===== src/rtl/vga_pkg.sv =====
// Shared timing constants, pixel type and scan FSM encoding for the VGA scan path.
// Defaults describe 640x480@60 with a 25.175 MHz pixel clock.
package vga_pkg;

   localparam int H_ACTIVE = 640;
   localparam int H_FP     = 16;
   localparam int H_SYNC   = 96;
   localparam int H_BP     = 48;
   localparam int V_ACTIVE = 480;
   localparam int V_FP     = 10;
   localparam int V_SYNC   = 2;
   localparam int V_BP     = 33;
   localparam int H_TOTAL  = H_ACTIVE + H_FP + H_SYNC + H_BP;
   localparam int V_TOTAL  = V_ACTIVE + V_FP + V_SYNC + V_BP;

   localparam int MEM_LAT_DEF = 0;

   typedef logic [23:0] pixel_t;

   typedef enum logic {
      IDLE = 1'b0,
      RUN  = 1'b1
   } state_t;

   // Per-pixel timing bundle carried alongside the vmem read.
   typedef struct packed {
      logic hs;
      logic vs;
      logic bl;
      logic fs;
   } timing_t;

   localparam timing_t TIMING_IDLE = '{hs: 1'b1, vs: 1'b1, bl: 1'b0, fs: 1'b0};

endpackage


===== src/rtl/vga_delay_line.sv =====
// Fixed-depth shift register with asynchronous active-low reset to a supplied value.
// DEPTH of 0 degenerates to a wire.
module vga_delay_line #(
   parameter int DEPTH = 1,
   parameter int W     = 4
) (
   input  logic         clk,
   input  logic         rst_n,
   input  logic [W-1:0] rst_val,
   input  logic [W-1:0] d,
   output logic [W-1:0] q
);

   if (DEPTH == 0) begin : g_pass
      logic unused_ok;
      assign unused_ok = ^{clk, rst_n, rst_val};
      assign q = d;
   end else begin : g_pipe
      logic [W-1:0] stage [DEPTH];

      always_ff @(posedge clk or negedge rst_n) begin
         if (!rst_n) begin
            for (int i = 0; i < DEPTH; i++) stage[i] <= rst_val;
         end else begin
            stage[0] <= d;
            for (int i = 1; i < DEPTH; i++) stage[i] <= stage[i-1];
         end
      end

      assign q = stage[DEPTH-1];
   end

endmodule


===== src/rtl/vga_scan_ctrl.sv =====
// Raster scan controller: frame-gated counters address vmem, and sync/blank are delayed
// to meet the returned pixel so the whole VGA output set changes on one register.
module vga_scan_ctrl #(
   parameter int H_ACTIVE = vga_pkg::H_ACTIVE,
   parameter int H_FP     = vga_pkg::H_FP,
   parameter int H_SYNC   = vga_pkg::H_SYNC,
   parameter int H_BP     = vga_pkg::H_BP,
   parameter int V_ACTIVE = vga_pkg::V_ACTIVE,
   parameter int V_FP     = vga_pkg::V_FP,
   parameter int V_SYNC   = vga_pkg::V_SYNC,
   parameter int V_BP     = vga_pkg::V_BP,
   parameter int MEM_LAT  = vga_pkg::MEM_LAT_DEF
) (
   input  logic        clk,
   input  logic        rst,
   input  logic        en,
   input  logic [23:0] vga_data,
   output logic [9:0]  h_addr,
   output logic [9:0]  v_addr,
   output logic        hsync,
   output logic        vsync,
   output logic        blank_n,
   output logic [7:0]  vga_r,
   output logic [7:0]  vga_g,
   output logic [7:0]  vga_b,
   output logic        frame_start,
   output logic        running
);
   import vga_pkg::*;

   localparam int H_TOT = H_ACTIVE + H_FP + H_SYNC + H_BP;
   localparam int V_TOT = V_ACTIVE + V_FP + V_SYNC + V_BP;

   localparam logic [9:0]  H_LAST     = 10'(H_TOT - 1);
   localparam logic [9:0]  V_LAST     = 10'(V_TOT - 1);
   localparam logic [10:0] H_ACT_END  = 11'(H_ACTIVE);
   localparam logic [10:0] H_SYNC_BEG = 11'(H_ACTIVE + H_FP);
   localparam logic [10:0] H_SYNC_END = 11'(H_ACTIVE + H_FP + H_SYNC);
   localparam logic [10:0] V_ACT_END  = 11'(V_ACTIVE);
   localparam logic [10:0] V_SYNC_BEG = 11'(V_ACTIVE + V_FP);
   localparam logic [10:0] V_SYNC_END = 11'(V_ACTIVE + V_FP + V_SYNC);

   if (MEM_LAT < 0 || MEM_LAT > 3) begin : g_bad_lat
      $error("vga_scan_ctrl: MEM_LAT=%0d outside 0..3", MEM_LAT);
   end
   if (H_TOT > 1024 || V_TOT > 1024) begin : g_bad_total
      $error("vga_scan_ctrl: H_TOTAL=%0d / V_TOTAL=%0d exceed 10-bit counters", H_TOT, V_TOT);
   end

   state_t     state, state_nxt;
   logic [9:0] h_cnt, v_cnt, h_cnt_nxt, v_cnt_nxt;
   logic       h_last, v_last, run, active;
   logic [10:0] h_ext, v_ext;
   timing_t    st0, st_dly;
   pixel_t     pix;

   assign h_last = (h_cnt == H_LAST);
   assign v_last = (v_cnt == V_LAST);
   assign run    = (state == RUN);

   always_ff @(posedge clk or negedge rst) begin
      if (!rst) begin
         state   <= IDLE;
         h_cnt   <= '0;
         v_cnt   <= '0;
         running <= 1'b0;
      end else begin
         state   <= state_nxt;
         h_cnt   <= h_cnt_nxt;
         v_cnt   <= v_cnt_nxt;
         running <= (state_nxt == RUN);
      end
   end

   // en is only honoured on the last pixel of a frame, so a frame is never cut short.
   always_comb begin
      state_nxt = state;
      h_cnt_nxt = '0;
      v_cnt_nxt = '0;
      case (state)
         IDLE: if (en) state_nxt = RUN;
         RUN: begin
            if (h_last) begin
               v_cnt_nxt = v_last ? 10'd0 : v_cnt + 10'd1;
               if (v_last && !en) state_nxt = IDLE;
            end else begin
               h_cnt_nxt = h_cnt + 10'd1;
               v_cnt_nxt = v_cnt;
            end
         end
         default: state_nxt = IDLE;
      endcase
   end

   assign h_ext  = {1'b0, h_cnt};
   assign v_ext  = {1'b0, v_cnt};
   assign active = run && (h_ext < H_ACT_END) && (v_ext < V_ACT_END);
   assign h_addr = active ? h_cnt : 10'd0;
   assign v_addr = active ? v_cnt : 10'd0;

   always_comb begin
      st0    = TIMING_IDLE;
      st0.hs = !(run && (h_ext >= H_SYNC_BEG) && (h_ext < H_SYNC_END));
      st0.vs = !(run && (v_ext >= V_SYNC_BEG) && (v_ext < V_SYNC_END));
      st0.bl = active;
      st0.fs = run && (h_cnt == 10'd0) && (v_cnt == 10'd0);
   end

   // vmem has no handshake: vga_data for an address is valid exactly MEM_LAT clocks later,
   // which is when the matching timing bundle leaves the delay line.
   vga_delay_line #(
      .DEPTH (MEM_LAT),
      .W     ($bits(timing_t))
   ) u_dly (
      .clk     (clk),
      .rst_n   (rst),
      .rst_val (TIMING_IDLE),
      .d       (st0),
      .q       (st_dly)
   );

   always_ff @(posedge clk or negedge rst) begin
      if (!rst) begin
         hsync       <= 1'b1;
         vsync       <= 1'b1;
         blank_n     <= 1'b0;
         frame_start <= 1'b0;
         pix         <= '0;
      end else begin
         hsync       <= st_dly.hs;
         vsync       <= st_dly.vs;
         blank_n     <= st_dly.bl;
         frame_start <= st_dly.fs;
         pix         <= st_dly.bl ? vga_data : '0;
      end
   end

   assign vga_r = pix[23:16];
   assign vga_g = pix[15:8];
   assign vga_b = pix[7:0];

endmodule


===== config.mk =====
export PLATFORM = sky130hd
export DESIGN_NAME = vga_scan_ctrl
export DESIGN_NICKNAME = d
export VERILOG_FILES = /design/src/rtl/vga_pkg.sv /design/src/rtl/vga_delay_line.sv /design/src/rtl/vga_scan_ctrl.sv
export SDC_FILE = /design/constraint.sdc
export NUM_CORES = 1
export LEC_CHECK = 0
export CAP_MARGIN = 20
export CORE_MARGIN = 3
export CORE_UTILIZATION = 58
export DETAILED_ROUTE_END_ITERATION = 7
export DONT_BUFFER_PORTS = 1
export GPL_TIMING_DRIVEN = 0
export PLACE_DENSITY = 0.74
export SLEW_MARGIN = 20
export SYNTH_ARGS = -nofsm -noshare
export SYNTH_HDL_FRONTEND = slang
export SYNTH_SLANG_ARGS = --single-unit

===== constraint.sdc =====
create_clock -name clk -period 5.2 [get_ports clk]
set_clock_uncertainty 0.2 [all_clocks]
set_input_delay 1.04 -clock clk [delete_from_list [all_inputs] [get_ports clk]]
set_output_delay 1.04 -clock clk [all_outputs]
set_load 0.01 [all_outputs]

==> impl_metrics.env, run 1 <==
export IMPL_critPathMostFrequentCell="clkbuf_1"
export IMPL_core_area_mm2=0.00372
export IMPL_critical_path_max_stage_delay_ps=460
export IMPL_portBuffers=0
export IMPL_syn_area_per_cell_um2=10.9
export IMPL_cts_made_buffers=5
export IMPL_syn_nets=237
export IMPL_path_delay_family="buffers and inverters"
export IMPL_overflow=0
export IMPL_status="finished clean"
export IMPL_nets=244
export IMPL_synthFlopType="dfrtp_1"
export IMPL_clk_latency_ps=300
export IMPL_syn_area_mm2=0.00225
export IMPL_synth_seq_area_share_pct=54.5
export IMPL_grt_first_pass_wirelength_um=7560
export IMPL_post_dp_hpwl_um=3410
export IMPL_yosys_top_cells_area="dfrtp_1 52%, and3_1 13%, buf_6 2.5%, dfstp_2 2.3%, xor2_1 2.3%"
export IMPL_cap_violations=0
export IMPL_power_per_cell_area_mw_per_mm2=282
export IMPL_grt_max_degree=50
export IMPL_num_vias=1608
export IMPL_yosysMostFrequentCell="dfrtp_1"
export IMPL_synth_commonest_cells="47 x dfrtp_1, 46 x and3_1, 10 x nor2_1"
export IMPL_initial_core_util_pct=60.7
export IMPL_period_needed_ps=3170
export IMPL_antenna_found_initial=0
export IMPL_rsz0062_at_grt="no"
export IMPL_cp_data_arrival_time_ps=1930
export IMPL_setup_viol=0
export IMPL_critPathCaptureType="primary output"
export IMPL_yosys_area_top_type="dfrtp_1"
export IMPL_ant_nets=0
export IMPL_drt_wl_total_um=4850
export IMPL_leakagePower_nw=1.16
export IMPL_post_cts_buffers=0
export IMPL_postSynth_asyncResetShare_pct=100
export IMPL_placed_cell_area_mm2=0.00231
export IMPL_htreeDepth=2
export IMPL_grtUsageTotal_pct=22.2
export IMPL_crit_slowest_cell="dfrtp_1"
export IMPL_hold_viol=0
export IMPL_clockBufferDepth=2
export IMPL_io_pins=76
export IMPL_ys_types=38
export IMPL_crit_chain="nand4_1, clkbuf_1, clkbuf_1, and3_1"
export IMPL_cts_tree="yes"
export IMPL_crit_buf_inv=2
export IMPL_final_area_mm2=0.00243
export IMPL_clock_fmax_mhz=315
export IMPL_drv_slew=0
export IMPL_clkSlewWorstSetupHoldPaths_ps=90
export IMPL_synth_edf_count=0
export IMPL_numClockSinks=49
export IMPL_n_antenna_cell=0
export IMPL_place_gp_congestion=0.866
export IMPL_drive_above_1_share_pct=11.2
export IMPL_cts_root_buf="clkbuf_8"
export IMPL_syn2layout_area_growth_pct=7.99
export IMPL_vdd_drop_max_mv=0.123
export IMPL_postCtsResizedCells=0
export IMPL_synth_warnings=0
export IMPL_dieWidth_um=68.4
export IMPL_post_route_period_util_pct=61.0
export IMPL_die_h_um=68.4
export IMPL_synth_top_area_share_pct=52.2
export IMPL_required_ps=3960
export IMPL_rows=22
export IMPL_drt_iter0_drc=144
export IMPL_drc=0
export IMPL_synth_ff_latch_count=49
export IMPL_critPathMaxFanout=10
export IMPL_dieArea_mm2=0.00467
export IMPL_total_power_w=0.000687
export IMPL_wl_per_cell_um=18.5
export IMPL_avgViaCountPerCell=6.14
export IMPL_grt_pass1_vias=1547
export IMPL_ctsHoldBuffers=0
export IMPL_tns_ps=0
export IMPL_first_pass_iters=4
export IMPL_netlist_instances=206
export IMPL_hp_class="input pin to async pin"
export IMPL_critPathKind="register to primary output"
export IMPL_crit_path_start_kind="register"
[worst register-to-register path: cells and delay by family (launching register included)]
kind,cells,cell delay [ps]
simple gates,3,600
flops,1,440
fa+ha+maj,1,250
compound gates,1,220
buf+inv,1,240
[sequential cells by signal (all words and copies together), names as in the netlist]
name         count
h_cnt           10
hsync            1
v_cnt           10
blank_n          1
frame_start      1
vsync            1
pix             24
run              1
[final timing paths]
| kind | from | endpoint | slack (ps) | depth (start not counted) |
|---|---|---|---|---|
| setup / recovery | v_cnt[5] | v_addr[2] | 2030 | 4 |
| hold / removal | rst | v_cnt[8] | 230 | 0 |
| setup reg to reg | h_cnt[0] | v_cnt[1] | 3180 | 6 |
| hold reg to reg | h_cnt[0] | h_cnt[0] | 340 | 1 |
| max in group asynchronous | rst | vsync | 4400 | 0 |
| min in group clk | h_cnt[0] | h_cnt[0] | 340 | 1 |
[cell type report]
cell class | instances | area (um2)
Fill cell | 290 | 1280
Sequential cell | 49 | 1230
Multi-Input combinational cell | 131 | 882
Buffer | 18 | 114
Clock buffer | 6 | 82.6
Tap cell | 48 | 60.1
Clock inverter | 2 | 37.5
Inverter | 8 | 30.0
[cell usage in the layout, fill, tap and decap left out, types with 2 or more instances in the layout]
cell type,synthesis,layout
and2_1,3,3
and3_1,46,46
and4_1,4,4
buf_2,4,4
buf_6,5,5
clkbuf_1,8,8
clkbuf_8,0,6
dfrtp_1,47,47
dfstp_2,2,2
ha_1,4,4
inv_1,8,8
nand2_1,8,8
nand2b_1,2,2
nand3_1,7,7
nand4_1,6,6
nor2_1,10,10
nor2b_1,2,2
nor3_1,2,2
nor4_1,2,2
o211ai_1,5,5
o22ai_1,2,2
o31ai_1,6,6
xnor2_1,2,2
xor2_1,6,6
[power by group]
group / internal, W / switching (W)
clock network: 0.000156 / 0.000124
registers: 0.000390 / 0.00000884
logic: 0.00000497 / 0.00000276
[metal layers]
| layer | vias to the layer above | GRT usage [%] | wire (um) |
|---|---|---|---|
| li1 | 743 | - | - |
| met3 | 6 | 7.55 | 460 |
| met4 | 0 | 9.18 | 55 |
| met5 | - | 0 | 0 |
| met1 | 783 | 26.9 | 2020 |
| met2 | 76 | 36.0 | 2310 |
[through the flow]
step                      setup slack [ps]  instances  hold WS [ps]  utilization [%]
after floorplan                       2620        206           280                -
after global placement                2390        254           305             62.3
after detailed placement              2380        254           319             62.3
after CTS                             2040        262           213             65.5
after global routing                  1910        262           203             65.5
final                                 2030        262           226             65.5
[cell families after synthesis]
family                   count (synthesis)  share of synthesized area [%]
multiplexers                             1                          0.444
AO/OA/AOI/OAI                           19                           7.27
other                                    1                          0.166
AND/OR/NAND/NOR                         98                           25.9
XOR/XNOR                                 8                           3.11
flip-flops                              49                           54.5
buffers and inverters                   26                           6.38
adder cells (fa/ha/maj)                  4                           2.22
Note: power is estimated with default switching activity, not from simulation.
==> inputs of run 2 (changes only) <==
Settings changed: CORE_UTILIZATION 58 to 56.
Clock period 5.2 ns to 2.8 ns, I/O delays scaled along.
==> run 2 against run 1 <==
  * Utilization is 0.39 points lower
  * Register-to-register slack worse by 2400 ps
  * Total power is 72% higher
  * Count of clock-buffer cells in the layout is the same
  * Cell area grew 0.87%
  * Largest cell class unchanged
  * Highest routed layer unchanged
==> impl_metrics.env, run 2 (synthesis gave the netlist of run 1 again) <==
export IMPL_status="finished clean"
export IMPL_drt_iter0_drc=123
export IMPL_top_register="pix"
export IMPL_nets=248
export IMPL_worst_r2r_path_depth=6
export IMPL_portBuffers=0
export IMPL_final_area_mm2=0.00246
export IMPL_power_per_cell_area_mw_per_mm2=482
export IMPL_tns_ps=0
export IMPL_critPathMaxFanout=10
export IMPL_critPathCaptureType="primary output"
export IMPL_cts_root_buf="clkbuf_8"
export IMPL_overflow=0
export IMPL_numClockSinks=49
export IMPL_grt_busiest_layer="met2"
export IMPL_grtUsageTotal_pct=21.5
export IMPL_placed_cell_area_mm2=0.00231
export IMPL_period_needed_ps=2610
export IMPL_grt_first_pass_wirelength_um=8290
export IMPL_final_common_cell="dfrtp_1"
export IMPL_clk_latency_ps=300
export IMPL_grt_pass1_vias=1581
export IMPL_setup_ws_ps=193
export IMPL_internal_power_w=0.000915
export IMPL_leakagePower_nw=1.17
export IMPL_vdd_drop_max_mv=0.324
export IMPL_reg2reg_slack_ps=790
export IMPL_cap_violations=0
export IMPL_path_delay_family="flip-flops"
export IMPL_fill_cells=296
export IMPL_largest_reg_flops=24
export IMPL_required_ps=2040
export IMPL_clockBufferDepth=2
export IMPL_whs_path_depth=2
export IMPL_antenna_found_initial=0
export IMPL_use_met3_pct=6.81
export IMPL_rows=22
export IMPL_timing_rr_start="h_cnt[0]"
export IMPL_first_pass_iters=4
export IMPL_core_area_mm2=0.00377
export IMPL_syn2layout_area_growth_pct=8.93
export IMPL_setup_viol=0
export IMPL_total_power_w=0.00118
export IMPL_p_clk_share_pct=34.5
export IMPL_critical_path_max_stage_delay_ps=500
export IMPL_final_cell_mix="47 x dfrtp_1, 46 x and3_1, 10 x nor2_1"
export IMPL_die_h_um=69.5
export IMPL_met1_usage_pct=27.3
export IMPL_drt_wl_total_um=5000
export IMPL_rsz0062_at_grt="no"
export IMPL_hold_viol=0
export IMPL_cts_made_buffers=5
export IMPL_htreeDepth=2
export IMPL_drv_slew=0
export IMPL_use_met2_pct=35.8
export IMPL_hp_class="input pin to register"
export IMPL_num_vias=1618
export IMPL_pre_cts_slack_ps=484
export IMPL_dp_cells=254
export IMPL_dieArea_mm2=0.00482
export IMPL_hold_end="run"
export IMPL_n_antenna_cell=0
export IMPL_fin_cells=266
export IMPL_p_seq_share_pct=62.7
export IMPL_io_pins=76
export IMPL_crit_chain="and3b_1, a211oi_4, buf_6, and3_1"
export IMPL_post_dp_hpwl_um=3480
export IMPL_crit_slowest_cell="dfrtp_1"
export IMPL_avgViaCountPerCell=6.08
export IMPL_clock_fmax_mhz=384
export IMPL_min_delay_start="en"
export IMPL_place_gp_congestion=0.849
export IMPL_grt_max_degree=50
export IMPL_drive_above_1_share_pct=12.4
export IMPL_r2r_end="v_cnt[1]"
export IMPL_top_regs="pix: 24 flops, h_cnt: 10 flops, v_cnt: 10 flops"
export IMPL_post_route_period_util_pct=93.1
export IMPL_crit_buf_inv=1
export IMPL_sw_frac_of_total_pct=22.6
export IMPL_dieWidth_um=69.5
export IMPL_ant_nets=0
export IMPL_cp_data_arrival_time_ps=1850
export IMPL_p_sw_w=0.000268
export IMPL_wl_per_cell_um=18.8
export IMPL_critPathKind="register to primary output"
export IMPL_crit_path_start_kind="register"
export IMPL_clkSlewWorstSetupHoldPaths_ps=90
export IMPL_initial_core_util_pct=59.8
export IMPL_cts_tree="yes"
export IMPL_drc=0
export IMPL_comb_power_share_pct=2.8
run 2: cell types whose count changed in the layout (fill, tap and decap cells not counted):
cell,change
buf_16,+1
buf_4,+2
bufinv_16,-1
clkbuf_2,+1
clkbuf_8,-1
clkinvlp_4,+1
dlygate4sd3_1,+1
run 2: cell type report:
type	count	area [um2]	area share [%]
Timing Repair Buffer	4	52.6	2.14
Inverter	8	30.0	1.22
Sequential cell	49	1230	50.0
Buffer	18	115	4.69
Multi-Input combinational cell	131	882	35.9
Clock inverter	2	15.0	0.611
Tap cell	48	60.1	2.45
Clock buffer	6	72.6	2.95
run 2: worst reg2reg max path: stages (launching register included):
cell and delay (ps):
dfrtp_1 440, ha_1 260, and4_1 240, nand4_1 110
buf_2 220, nand2_1 250, o22ai_1 230
run 2: per-stage QoR:
| step | util (%) | hold slack (ps) |
|---|---|---|
| floorplan | - | 64.4 |
| finish | 65.1 | 171 |
| global placement | 61.4 | 65.5 |
| detailed placement | 61.4 | 65.4 |
| CTS | 64.7 | 164 |
| global route | 65.1 | 183 |
run 2: layer usage:
| metal | part of all wire [%] | vias to the layer above |
|---|---|---|
| li1 | - | 751 |
| met1 | 42 | 794 |
| met2 | 50 | 69 |
| met3 | 7.3 | 4 |
| met4 | 0.44 | 0 |
| met5 | 0 | - |
run 2: how the worst max path moves through the flow:
stage          slack, ps        end  startpoint  cells after the start
6_report             190  v_addr[1]    h_cnt[8]                      4
5_1_grt              100  v_addr[1]    h_cnt[8]                      4
4_1_cts              130  v_addr[1]         run                      4
3_5_place_dp         480  v_addr[1]         run                      4
3_3_place_gp         510  h_addr[2]    h_cnt[8]                      4
2_1_floorplan        700  h_addr[2]    h_cnt[8]                      4
run 2: power groups by stage:
stage | clock, W | combinational, W | sequential [W]
CTS | 0.000421 | 0.0000340 | 0.000742
finish | 0.000408 | 0.0000334 | 0.000742
global placement | 0 | 0.0000133 | 0.000755
floorplan | 0 | 0.0000126 | 0.000753
detailed placement | 0 | 0.0000144 | 0.000756
global route | 0.000464 | 0.0000384 | 0.000743
run 2: repair_timing:
action                     4_1_cts  5_1_grt
buffers inserted                 0        2
hold endpoints to repair        49        0
resized for setup                0        2
hold buffers                     2        0
setup endpoints to repair        0        3
